$ cat config.mk
export PLATFORM = sky130hd
export DESIGN_NAME = mem_arbiter_flat
export DESIGN_NICKNAME = d
export VERILOG_FILES = /design/src/rtl/mem_arbiter_if.sv /design/src/rtl/mem_arbiter.sv /design/src/flat_wrapper.sv
export SDC_FILE = /design/constraint.sdc
export NUM_CORES = 1
export LEC_CHECK = 0
export BUFFER_PORTS_ARGS = -buffer_cell sky130_fd_sc_hd__buf_2
export CAP_MARGIN = 10
export CORE_MARGIN = 2
export CORE_UTILIZATION = 40
export DETAILED_ROUTE_END_ITERATION = 10
export PLACE_DENSITY = 0.74
export REMOVE_ABC_BUFFERS = 1
export SLEW_MARGIN = 20
export SYNTH_ARGS = -nofsm -noshare
export SYNTH_HDL_FRONTEND = slang
export SYNTH_SLANG_ARGS = --single-unit
$ cat constraint.sdc
create_clock -name clk -period 6.95 [get_ports clk]
set_input_delay 1.7375 -clock clk [delete_from_list [all_inputs] [get_ports clk]]
set_output_delay 1.7375 -clock clk [all_outputs]
set_load 0.02 [all_outputs]
$ cat src/rtl/mem_arbiter_if.sv
// Fetch, load/store and cache-side signals of the I/D memory arbiter.
// The master modport is the requester/cache environment, and the slave modport is the arbiter.
interface mem_arbiter_if;
    logic        i_req;
    logic [31:0] i_addr;
    logic        i_ack;
    logic [31:0] i_rdata;

    logic        d_req;
    logic        d_we;
    logic [31:0] d_addr;
    logic [31:0] d_wdata;
    logic        d_ack;
    logic [31:0] d_rdata;

    logic        c_req;
    logic        c_we;
    logic [31:0] c_addr;
    logic [31:0] c_wdata;
    logic        c_ack;
    logic [31:0] c_rdata;

    modport master (
        output i_req, i_addr, d_req, d_we, d_addr, d_wdata, c_ack, c_rdata,
        input  i_ack, i_rdata, d_ack, d_rdata, c_req, c_we, c_addr, c_wdata
    );

    modport slave (
        input  i_req, i_addr, d_req, d_we, d_addr, d_wdata, c_ack, c_rdata,
        output i_ack, i_rdata, d_ack, d_rdata, c_req, c_we, c_addr, c_wdata
    );
endinterface

$ cat src/rtl/mem_arbiter.sv
// Arbitrates instruction-fetch and load/store requests onto a single-outstanding cache port.
// D has priority over I. I wins after STARVE_LIMIT consecutive D grants while it waits.
module mem_arbiter #(
    parameter int unsigned STARVE_LIMIT = 4
) (
    input  logic         clk,
    input  logic         rst,
    mem_arbiter_if.slave bus
);
    localparam int unsigned   CW    = (STARVE_LIMIT < 1) ? 1 : $clog2(STARVE_LIMIT + 1);
    localparam logic [CW-1:0] LIMIT = CW'(STARVE_LIMIT);

    typedef enum logic [1:0] {IDLE, BUSY_I, BUSY_D} state_t;

    state_t        state, state_nxt;

    logic          i_pend_v;
    logic [31:0]   i_pend_addr;
    logic          d_pend_v;
    logic          d_pend_we;
    logic [31:0]   d_pend_addr;
    logic [31:0]   d_pend_wdata;

    logic          own_we;
    logic [31:0]   own_addr;
    logic [31:0]   own_wdata;

    logic [CW-1:0] starve_cnt;

    logic          i_live, d_live;
    logic          i_wait, d_wait;
    logic          win_i, win_d, issue;
    logic          cmd_we;
    logic [31:0]   cmd_addr, cmd_wdata;

    always_comb begin
        state_nxt   = state;
        // A request from a side whose slot is full or whose transaction is in flight is ignored.
        i_live      = bus.i_req && !i_pend_v && (state != BUSY_I) && !rst;
        d_live      = bus.d_req && !d_pend_v && (state != BUSY_D) && !rst;
        i_wait      = i_pend_v || i_live;
        d_wait      = d_pend_v || d_live;
        win_i       = 1'b0;
        win_d       = 1'b0;
        issue       = 1'b0;
        cmd_we      = own_we;
        cmd_addr    = own_addr;
        cmd_wdata   = own_wdata;
        bus.i_ack   = 1'b0;
        bus.d_ack   = 1'b0;

        if (!rst) begin
            unique case (state)
                IDLE: begin
                    if (d_wait && !(i_wait && starve_cnt == LIMIT)) win_d = 1'b1;
                    else if (i_wait)                                win_i = 1'b1;
                    issue = win_i || win_d;
                    if (win_d) begin
                        cmd_we    = d_pend_v ? d_pend_we    : bus.d_we;
                        cmd_addr  = d_pend_v ? d_pend_addr  : bus.d_addr;
                        cmd_wdata = d_pend_v ? d_pend_wdata : bus.d_wdata;
                    end else if (win_i) begin
                        cmd_we    = 1'b0;
                        cmd_addr  = i_pend_v ? i_pend_addr : bus.i_addr;
                        cmd_wdata = '0;
                    end
                    if (issue) begin
                        if (bus.c_ack) begin
                            bus.i_ack = win_i;
                            bus.d_ack = win_d;
                        end else begin
                            state_nxt = win_i ? BUSY_I : BUSY_D;
                        end
                    end
                end
                BUSY_I: if (bus.c_ack) begin
                    bus.i_ack = 1'b1;
                    state_nxt = IDLE;
                end
                BUSY_D: if (bus.c_ack) begin
                    bus.d_ack = 1'b1;
                    state_nxt = IDLE;
                end
                default: state_nxt = IDLE;
            endcase
        end

        // The owner copy feeds the command mux. c_req masks it whenever no issue is in progress.
        bus.c_req   = issue;
        bus.c_we    = issue && cmd_we;
        bus.c_addr  = issue ? cmd_addr  : '0;
        bus.c_wdata = issue ? cmd_wdata : '0;
        bus.i_rdata = bus.i_ack ? bus.c_rdata : '0;
        bus.d_rdata = bus.d_ack ? bus.c_rdata : '0;
    end

    always_ff @(posedge clk) begin
        if (rst) state <= IDLE;
        else     state <= state_nxt;
    end

    always_ff @(posedge clk) begin
        if (rst) begin
            i_pend_v     <= 1'b0;
            i_pend_addr  <= '0;
            d_pend_v     <= 1'b0;
            d_pend_we    <= 1'b0;
            d_pend_addr  <= '0;
            d_pend_wdata <= '0;
            own_we       <= 1'b0;
            own_addr     <= '0;
            own_wdata    <= '0;
            starve_cnt   <= '0;
        end else begin
            if (issue) begin
                own_we    <= cmd_we;
                own_addr  <= cmd_addr;
                own_wdata <= cmd_wdata;
            end

            if (win_i) begin
                i_pend_v <= 1'b0;
            end else if (i_live) begin
                i_pend_v    <= 1'b1;
                i_pend_addr <= bus.i_addr;
            end

            if (win_d) begin
                d_pend_v <= 1'b0;
            end else if (d_live) begin
                d_pend_v     <= 1'b1;
                d_pend_we    <= bus.d_we;
                d_pend_addr  <= bus.d_addr;
                d_pend_wdata <= bus.d_wdata;
            end

            if (win_i || !i_wait)                  starve_cnt <= '0;
            else if (win_d && starve_cnt != LIMIT) starve_cnt <= starve_cnt + CW'(1);
        end
    end
endmodule

$ cat src/flat_wrapper.sv
// flat-port wrapper written by rule: the top's interface ports become plain ports
module mem_arbiter_flat 
#(
    parameter int unsigned STARVE_LIMIT = 4
)
  (clk, rst, bus_i_req, bus_i_addr, bus_d_req, bus_d_we, bus_d_addr, bus_d_wdata, bus_c_ack, bus_c_rdata, bus_i_ack, bus_i_rdata, bus_d_ack, bus_d_rdata, bus_c_req, bus_c_we, bus_c_addr, bus_c_wdata);
  mem_arbiter_if bus_i ();
  input  logic clk;
  input  logic rst;
  input wire logic [$bits(bus_i.i_req)-1:0] bus_i_req;
  input wire logic [$bits(bus_i.i_addr)-1:0] bus_i_addr;
  input wire logic [$bits(bus_i.d_req)-1:0] bus_d_req;
  input wire logic [$bits(bus_i.d_we)-1:0] bus_d_we;
  input wire logic [$bits(bus_i.d_addr)-1:0] bus_d_addr;
  input wire logic [$bits(bus_i.d_wdata)-1:0] bus_d_wdata;
  input wire logic [$bits(bus_i.c_ack)-1:0] bus_c_ack;
  input wire logic [$bits(bus_i.c_rdata)-1:0] bus_c_rdata;
  output wire logic [$bits(bus_i.i_ack)-1:0] bus_i_ack;
  output wire logic [$bits(bus_i.i_rdata)-1:0] bus_i_rdata;
  output wire logic [$bits(bus_i.d_ack)-1:0] bus_d_ack;
  output wire logic [$bits(bus_i.d_rdata)-1:0] bus_d_rdata;
  output wire logic [$bits(bus_i.c_req)-1:0] bus_c_req;
  output wire logic [$bits(bus_i.c_we)-1:0] bus_c_we;
  output wire logic [$bits(bus_i.c_addr)-1:0] bus_c_addr;
  output wire logic [$bits(bus_i.c_wdata)-1:0] bus_c_wdata;
  assign bus_i.i_req = bus_i_req;
  assign bus_i.i_addr = bus_i_addr;
  assign bus_i.d_req = bus_d_req;
  assign bus_i.d_we = bus_d_we;
  assign bus_i.d_addr = bus_d_addr;
  assign bus_i.d_wdata = bus_d_wdata;
  assign bus_i.c_ack = bus_c_ack;
  assign bus_i.c_rdata = bus_c_rdata;
  assign bus_i_ack = bus_i.i_ack;
  assign bus_i_rdata = bus_i.i_rdata;
  assign bus_d_ack = bus_i.d_ack;
  assign bus_d_rdata = bus_i.d_rdata;
  assign bus_c_req = bus_i.c_req;
  assign bus_c_we = bus_i.c_we;
  assign bus_c_addr = bus_i.c_addr;
  assign bus_c_wdata = bus_i.c_wdata;
  mem_arbiter #(.STARVE_LIMIT(STARVE_LIMIT)) u_core (.clk(clk), .rst(rst), .bus(bus_i));
endmodule
After elaboration in Yosys (flattened, before gate mapping)
Cells that the tools add are included.
{"block": "op_classes", "reduce_logical": 27, "muxes": 47, "bitwise_logic": 2, "eq_ne": 9, "addsub": 1}
{"cell": "$mux 32", "n": 15}
{"cell": "$mux 1", "n": 25}
{"cell": "$logic_and 1x1->1", "n": 10}
{"cell": "$mux 2", "n": 4}
{"cell": "$reduce_or 2->1", "n": 4}
{"cell": "$ne 2x1->1 const B", "n": 3}
{"cell": "$logic_not 1->1", "n": 5}
{"cell": "$logic_or 1x1->1", "n": 4}
{"cell": "$ne 2x2->1 const B", "n": 2}
{"cell": "$pmux 1 s2", "n": 2}
{"cell": "$pmux 2 s2", "n": 1}
{"cell": "$reduce_and 2->1", "n": 2}
{"cell": "$add 3x1->3 const B", "n": 1}
{"cell": "$eq 3x3->1 const B", "n": 1}
{"cell": "$ne 3x3->1 const B", "n": 1}
{"cell": "$reduce_and 3->1", "n": 1}
{"cell": "$eq 2x1->1 const B", "n": 1}
{"cell": "$eq 2x2->1 const B", "n": 1}
{"cell": "$logic_not 2->1", "n": 1}
{"cell": "$not 1->1", "n": 2}
{"block": "totals", "out_inout_bits": 132, "regBits": 169, "input_bits": 134, "elab_cells": 97}

Depth between registers and ports, before layout
Gate-level depths: netlist of the first run.
{"block": "depth", "ltp_word": 16, "mapped_depth": 9, "ltp_nobuf": 8}

Least setup slack after synthesis of the first run
OpenSTA, ideal clock, no wires.
{"block": "synth_timing", "kind": "input port to output port", "from": "in rst", "to": "out bus_d_rdata[22]", "n_path_buf": 2, "arrival_ns": 3.126, "path_stages": 7, "slack_ns": 2.087, "required_time_ns": 5.213, "path_cell_list": "or3b_1 buf_2 nand2_1 nand3_1 a21oi_2 buf_2 and2_1"}
{"block": "synth_via", "elab_chain_len": 14, "word_cells_on_any_way": 21, "cone_classes": "mux: 12; reduce/logical: 9"}
{"element": "from (decl)", "line": "flat_wrapper.sv:9", "rtl": "input logic rst;"}
{"element": "$logic_not 1->1", "line": "mem_arbiter.sv:39, mem_arbiter.sv:40"}
{"element": "$logic_and 1x1->1", "line": "mem_arbiter.sv:39", "rtl": "i_live = bus.i_req && !i_pend_v && (state != BUSY_I) && !rst;"}
{"element": "$logic_or 1x1->1", "line": "mem_arbiter.sv:41", "rtl": "i_wait = i_pend_v || i_live;"}
{"element": "$logic_and 1x1->1", "line": "mem_arbiter.sv:55", "rtl": "if (d_wait && !(i_wait && starve_cnt == LIMIT)) win_d = 1'b1;"}
{"element": "$logic_not 1->1", "line": "mem_arbiter.sv:55"}
{"element": "$logic_and 1x1->1", "line": "mem_arbiter.sv:55"}
{"element": "$mux 1", "line": "mem_arbiter.sv:55"}
{"element": "$mux 1", "line": "mem_arbiter.sv:53", "rtl": "unique case (state)"}
{"element": "$mux 1", "line": "mem_arbiter.sv:52", "rtl": "if (!rst) begin"}
{"element": "$mux 1 or $logic_or 1x1->1 (tied branches)", "line": "mem_arbiter.sv:68, mem_arbiter.sv:57"}
{"element": "$mux 1", "line": "mem_arbiter.sv:67", "rtl": "if (issue) begin"}
{"element": "$pmux 1 s2", "line": "mem_arbiter.sv:53"}
{"element": "$mux 1 (*)", "line": "mem_arbiter.sv:52"}
{"element": "named net bus_d_ack", "line": "flat_wrapper.sv:20", "rtl": "output wire logic [$bits(bus_i.d_ack)-1:0] bus_d_ack;"}
{"element": "$mux 32 (*)", "line": "mem_arbiter.sv:94", "rtl": "bus.d_rdata = bus.d_ack ? bus.c_rdata : '0;"}
{"element": "to (decl)", "line": "flat_wrapper.sv:21", "rtl": "output wire logic [$bits(bus_i.d_rdata)-1:0] bus_d_rdata;"}
The timed path passes the listed nets; every way through them passes the cells marked *. The select of a mux whose other input is x is not followed.

Worst setup path in the final report of the first run
{"block": "layout_timing", "from": "in rst", "to": "out bus_d_rdata[4]"}
{"block": "layout_via", "elab_chain_len": 14, "word_cells_on_any_way": 21, "cone_classes": "mux: 12; reduce/logical: 9"}
{"element": "$logic_not 1->1", "line": "mem_arbiter.sv:39, mem_arbiter.sv:40"}
{"element": "$logic_and 1x1->1", "line": "mem_arbiter.sv:39"}
{"element": "$logic_or 1x1->1", "line": "mem_arbiter.sv:41"}
{"element": "$logic_and 1x1->1", "line": "mem_arbiter.sv:55"}
{"element": "$logic_not 1->1", "line": "mem_arbiter.sv:55"}
{"element": "$logic_and 1x1->1", "line": "mem_arbiter.sv:55"}
{"element": "$mux 1", "line": "mem_arbiter.sv:55"}
{"element": "$mux 1", "line": "mem_arbiter.sv:53"}
{"element": "$mux 1", "line": "mem_arbiter.sv:52"}
{"element": "$mux 1 or $logic_or 1x1->1 (tied branches)", "line": "mem_arbiter.sv:68, mem_arbiter.sv:57"}
{"element": "$mux 1", "line": "mem_arbiter.sv:67"}
{"element": "$pmux 1 s2", "line": "mem_arbiter.sv:53"}
{"element": "$mux 1 (*)", "line": "mem_arbiter.sv:52"}
{"element": "$mux 32 (*)", "line": "mem_arbiter.sv:94"}
Every way passes the cells marked *; elsewhere a longest branch is shown, timed or not. The select of a mux whose other input is x is not followed.

==> impl_metrics.yaml, run 1 <==
clock_network:
  holdBufCountCts: 0
  cts_max_path_buffers: 2
  post_cts_buffers: 0
  insertion_delay_ns: 0.36
  numCtsBuffers: 9
  h-tree-depth: 3
  cts_tree: "yes"
  clock_sinks: 108
  cts_resized: 0
  cts_root_buffer: "clkbuf_16"
  clkSlewWorstSetupHoldPaths_ns: 0.07
sta:
  tns_ns: 0
  min_period_over_period_pct: 81.77
  final-setup-viol-count: 0
  hold_viol: 0
  skew_ns: 0.007695
  fin_ws_ns: 1.267
  min_period_ns: 5.683
  max_slew_margin_pct: 31.93
  max_freq_ghz: 0.1760
  tightest_slew_ns: 1.021
  slew_violations: 0
  rsz0062_at_grt: "false"
layout:
  finalNetCount: 1144
  layout-drive-gt1-share_pct: 30.99
  area_growth_syn_to_layout_pct: 27.70
detailed_routing:
  drt-pass1-iter-count: 4
  drcViolationCount: 0
  wl_mm: 19.15
  vias: 6195
  antenna_left: 0
  wl_per_cell_um: 16.01
  drt_iter0_markers: 412
  vias_per_cell: 5.180
setup_path:
  reg2reg_from: "u_core.d_pend_v"
  path_class: "input port to output pin"
  required_ns: 5.21
  crit_cells: 7
  cp-startpoint: "rst"
  slowest_stage: "a21oi_2"
  crit_fanout: 33
  crit_buf_inv: 2
  crit_family: "simple AND/OR/NAND/NOR gates"
  r2r_end: "u_core.i_pend_addr[17]"
  reg2reg_slack_ns: 4.23
  rr_worst_depth: 6
  cp-end-kind: "output pin"
  worstSetupEndpoint: "bus_d_rdata[4]"
  cp_cell_sequence: "buf_4, or3b_1, nand2_1, nand3_1, a21oi_2, and2_1, buf_2"
  cp.arrival_ns: 3.95
  max_stage_delay_ns: 0.80
  start_kind: "input port"
pwr:
  power.total_mw: 1.494
  vdd_ir_drop_max_mv: 0.1966
  p_per_area_nw_per_um2: 195.7
  p_leak_nw: 3.213
yosys:
  netlist_area_um2: 5981
  yosysTopAreaCellShare_pct: 36.15
  synth_cells: 784
  synth.area.top_cells: "dfxtp_1, mux2i_1, nand2_1"
  synth_enable_flop_cells: 0
  yosysTopAreaCell: "dfxtp_1"
  ys_seq_elements: 108
  ys_async_sr_fraction_pct: 0
  yosysMostFrequentCell: "nand2_1"
  ys_types: 41
  synth_common_cells: "nand2_1, a21oi_1, dfxtp_1"
  synth_flop_cell: "dfxtp_1"
  syn_avg_cell_area_um2: 7.628
  ys_warn_count: 0
  ys_seq_area_share_pct: 36.15
placement:
  dp_hpwl_mm: 13.74
  place_ws_ns: 1.292
  port_buffers: 265
  gp_congestion: 0.9223
status:
  status: "complete, no violations"
floorplan:
  fp-row-count: 44
  num_io_pins: 266
  core-area_um2: 14590
  initial_utilization_pct: 40.99
  dieArea_um2: 15950
  die_y_um: 126.3
  fp.dieW_um: 126.3
grt:
  grt_pass1_vias: 5600
  grt_overflow: 0
  grt_pass1_wl_mm: 29.55
  track_usage_pct: 23.35
  grt_max_degree: 94
  antenna_found_initial: 3
min_path:
  hold_path_class: "register to register"
flow_run:
  maxCapViolCount: 0
-- power breakdown --
part           total (mW)  internal (mW)  switching (mW)
clock               0.523          0.281           0.242
combinational       0.319          0.119           0.199
sequential          0.652          0.639          0.0131
total                1.49           1.04           0.454
-- layer usage --
layer  GRT usage [%]  routed length (um)
met1           27.05                7526
met4           8.533                 610
met5               0                   0
met2           40.73                9499
met3           6.967                1512
-- layout by cell type (no fill, tap or decap), types with 2 or more instances in the layout --
cell type / netlist / final
buf_2: 27 / 264
nand2_1: 206 / 205
a21oi_1: 113 / 113
dfxtp_1: 108 / 106
mux2i_1: 88 / 88
and2_1: 66 / 66
nor2_1: 43 / 43
o22ai_1: 27 / 27
mux2_2: 10 / 10
buf_4: 6 / 10
clkbuf_16: 0 / 9
inv_1: 8 / 8
nor3_1: 5 / 5
ha_1: 5 / 5
nand2b_1: 4 / 4
nor4_1: 4 / 4
a311oi_1: 4 / 4
a21oi_2: 3 / 3
clkinvlp_4: 0 / 3
diode_2: 0 / 2
nand3_1: 2 / 2
a211oi_4: 0 / 2
a211o_1: 3 / 2
inv_6: 0 / 2
-- metrics by stage --
step           std cells  utilization, %  cell area [um^2]  hold slack [ns]
6_report            1196           52.35              7637           0.4541
5_1_grt             1195           52.33              7635           0.4696
4_1_cts             1194           52.32              7632           0.4562
3_5_place_dp        1178           50.26              7332           0.4463
3_3_place_gp        1178           50.26              7332           0.4381
2_1_floorplan        720               -              5682           0.4268
-- registers in the layout, summed over array words and instances (netlist names) --
register,cells
u_core.d_pend_addr,32
u_core.d_pend_v,1
u_core.d_pend_wdata,32
u_core.d_pend_we,1
u_core.i_pend_addr,32
u_core.i_pend_v,1
u_core.own_addr,4
u_core.starve_cnt,3
u_core.state,2
-- worst min path at each step --
stage / start / end / cells past startpoint / slack (ns)
CTS: u_core.d_pend_addr[26] / u_core.d_pend_addr[26] / 2 / 0.46
detailed placement: u_core.d_pend_wdata[14] / u_core.d_pend_wdata[14] / 2 / 0.45
finish: u_core.d_pend_addr[27] / u_core.d_pend_addr[27] / 2 / 0.45
global route: u_core.i_pend_addr[5] / u_core.i_pend_addr[5] / 2 / 0.47
floorplan: u_core.d_pend_addr[17] / u_core.d_pend_addr[17] / 2 / 0.43
global placement: u_core.d_pend_addr[29] / u_core.d_pend_addr[29] / 2 / 0.44
-- cell families after synthesis --
kind of cell / Yosys count / synth area share [%]
buffers and inverters: 73 / 5.565
adders and majority gates: 5 / 1.046
muxes: 98 / 16.61
DFF: 108 / 36.15
xor gates and xnor gates: 1 / 0.1465
AOI/OAI and AO/OA: 160 / 15.17
and+or+nand+nor: 339 / 25.31
-- tightest hold or removal path: stages, from the launching register on --
cell and delay [ns]:
dfxtp_1 0.31, nand2_1 0.05, a21oi_1 0.05
-- layout make-up --
cell class	instances	area, um^2
flip-flops and latches	108	2167
well taps	184	230.2
clock inverters	7	75.07
multi-input cells	603	3505
inverters	9	33.78
clock buffers	9	225.2
repair buffers	274	1396
fillers	1414	6952
diodes	2	5.005
Note: power is estimated with default switching activity, not from simulation.
==> run 2, diff against run 1 <==
ABC_AREA = 1   (was not set)
PLACE_DENSITY = 0.7   (was 0.74)
clock period = 5.9 ns   (was 6.95 ns; I/O delays follow)
==> run 2 against run 1 <==
Area after synthesis grew 27%. Register-to-register slack lost 1.8 ns. Sequential cell count grew 17. Synthesized cell count grew 67%. Routed wire length grew 33%. Combinational power grew to 4.9 times the previous value. Cell count grew 47%. Clock power grew 90%. Clock skew is essentially flat. Critical endpoint is now bus_c_addr[15]. Utilization shrank 1.7 points. Sequential share of layout area shrank 1.8 points. Die area grew 26%.
==> impl_metrics.yaml, run 2 <==
sta:
  whs_ns: 0.4669
  tightest_slew_ns: 0.9518
  rsz0062_at_grt: "false"
  hold_viol: 0
  max_freq_ghz: 0.1935
  min_period_ns: 5.167
  min_period_over_period_pct: 87.58
  final-setup-viol-count: 0
  max_slew_margin_pct: 36.55
  skew_ns: 0.008049
  tns_ns: 0
  slew_violations: 0
yosys:
  synth_flop_cell: "dfxtp_1"
  ys_types: 29
  ys_warn_count: 0
  synth_cells: 1309
  yosysTopAreaCellShare_pct: 32.93
  syn_avg_cell_area_um2: 5.805
  netlist_area_um2: 7599
  ys_async_sr_fraction_pct: 0
  yosysMostFrequentCell: "nand2_1"
  synth_enable_flop_cells: 0
  ys_seq_elements: 125
  yosysTopAreaCell: "dfxtp_1"
  ys_seq_area_share_pct: 32.93
  synth_common_cells: "nand2_1, nor2_1, dfxtp_1"
  synth.area.top_cells: "dfxtp_1, nand2_1, nor2_1"
layout:
  final_common_cell: "nand2_1"
  layout-drive-gt1-share_pct: 22.18
  top_regs: "u_core.d_pend_addr x32, u_core.d_pend_wdata x32, u_core.i_pend_addr x32"
  antennaDiodeCount: 0
  layout_common_cells: "nand2_1, nor2_1, buf_2, dfxtp_1, o21ai_0"
  area_growth_syn_to_layout_pct: 24.25
  stdcell_area_um2: 9442
  finalNetCount: 1650
setup_path:
  cp-end-kind: "output pin"
  reg2reg_from: "u_core.i_pend_v"
  crit_fanout: 16
  path_class: "input port to output pin"
  start_kind: "input port"
  rr_worst_depth: 10
  cp.arrival_ns: 3.69
  required_ns: 4.43
  r2r_end: "u_core.d_pend_addr[15]"
  reg2reg_slack_ns: 2.42
grt:
  antenna_found_initial: 0
  grt_max_degree: 101
  grt_pass1_vias: 7814
  grt_pass1_wl_mm: 39.73
  track_usage_pct: 25.04
  grt_overflow: 0
min_path:
  hp-start: "u_core.own_addr[5]"
  hold_depth: 2
  hold_path_class: "register to register"
  holdPathEnd: "u_core.own_addr[5]"
clock_network:
  cts_root_buffer: "clkbuf_16"
  h-tree-depth: 4
  post_cts_buffers: 0
  cts_max_path_buffers: 2
  clock_sinks: 125
  cts_tree: "yes"
  insertion_delay_ns: 0.43
  clkSlewWorstSetupHoldPaths_ns: 0.06
  holdBufCountCts: 0
  numCtsBuffers: 17
  cts_resized: 0
placement:
  dp_hpwl_mm: 16.90
  gp_congestion: 0.8881
  port_buffers: 265
  dpl_cell_area_um2: 8891
pwr:
  p_per_area_nw_per_um2: 388.2
  p_leak_nw: 4.974
  vdd_ir_drop_max_mv: 0.2673
floorplan:
  num_io_pins: 266
  dieArea_um2: 20110
  fp-row-count: 50
  core-area_um2: 18640
  fp.dieW_um: 141.8
  die_y_um: 141.8
  initial_utilization_pct: 40.76
detailed_routing:
  antenna_left: 0
  vias_per_cell: 4.940
  wl_mm: 25.41
  vias: 8685
  drt_iter0_markers: 604
  drcViolationCount: 0
  drt-pass1-iter-count: 5
  wl_per_cell_um: 14.46
status:
  status: "complete, no violations"
flow_run:
  maxCapViolCount: 0
run 2: worst max-delay path by stage:
stage                          startpoint  slack (ns)  cells after the start              to
final                                 rst        0.73                     11  bus_c_addr[15]
after detailed placement              rst        0.78                     11   bus_c_addr[8]
after global placement                rst        0.75                     11  bus_c_addr[15]
after floorplan           u_core.d_pend_v        0.06                      6  bus_d_rdata[0]
after CTS                             rst        0.74                     11   bus_c_addr[8]
after global routing                  rst        0.57                     11  bus_c_addr[15]
run 2: metrics by stage:
stage               worst slack, ns  total power [mW]  util [%]  std cells
finish                       0.7329             3.665     50.64       1758
CTS                          0.7406             3.674     50.64       1758
detailed placement           0.7782             2.682     47.69       1726
floorplan                   0.06463             2.125         -       1209
global placement             0.7535             2.660     47.69       1726
global route                 0.5698             3.908     50.64       1758
run 2: per-layer routing:
layer / share of wire (%) / wire length (um) / vias to the layer above / track usage, %
met2: 47 / 12050 / 382 / 43.56
met3: 8.6 / 2176 / 38 / 6.142
met5: 0 / 0 / - / 0
met1: 42 / 10620 / 3823 / 30.40
li1: - / - / 4442 / -
met4: 2.2 / 565 / 0 / 8.105
run 2: cell type report:
class / count / area, um^2
clock buffer: 19 / 432.9
clock inverter: 13 / 117.6
fill: 1953 / 9201
inverter: 89 / 334.1
multi-input combinational: 995 / 4297
sequential: 125 / 2506
tap: 234 / 292.8
timing repair buffer: 283 / 1461
run 2: where the power goes:
| group | total (mW) | switching (mW) | internal, mW | leakage [nW] |
|---|---|---|---|---|
| registers | 1.12 | 0.104 | 1.02 | 1.03 |
| logic | 1.55 | 1.09 | 0.463 | 3.69 |
| clock network | 0.992 | 0.413 | 0.579 | 0.256 |
| total | 3.66 | 1.60 | 2.06 | 4.97 |
run 2: kinds of logic (layout without fill, tap and decap cells):
kind of cell,Yosys count,count (layout),synth area share (%)
compound gates,213,213,14.85
fa+ha+maj,5,5,0.8233
buf+inv,189,404,10.67
flops,125,125,32.93
mux,15,15,1.976
simple gates,762,762,38.75
run 2: worst max-delay path, cell delays in order:
cell	delay [ns]
buf_2	0.21
buf_4	0.25
nor2_1	0.44
inv_1	0.09
buf_4	0.23
nor2_4	0.40
nand2_1	0.10
nand2_1	0.10
nor2_1	0.06
nor2_1	0.13
buf_2	0.19
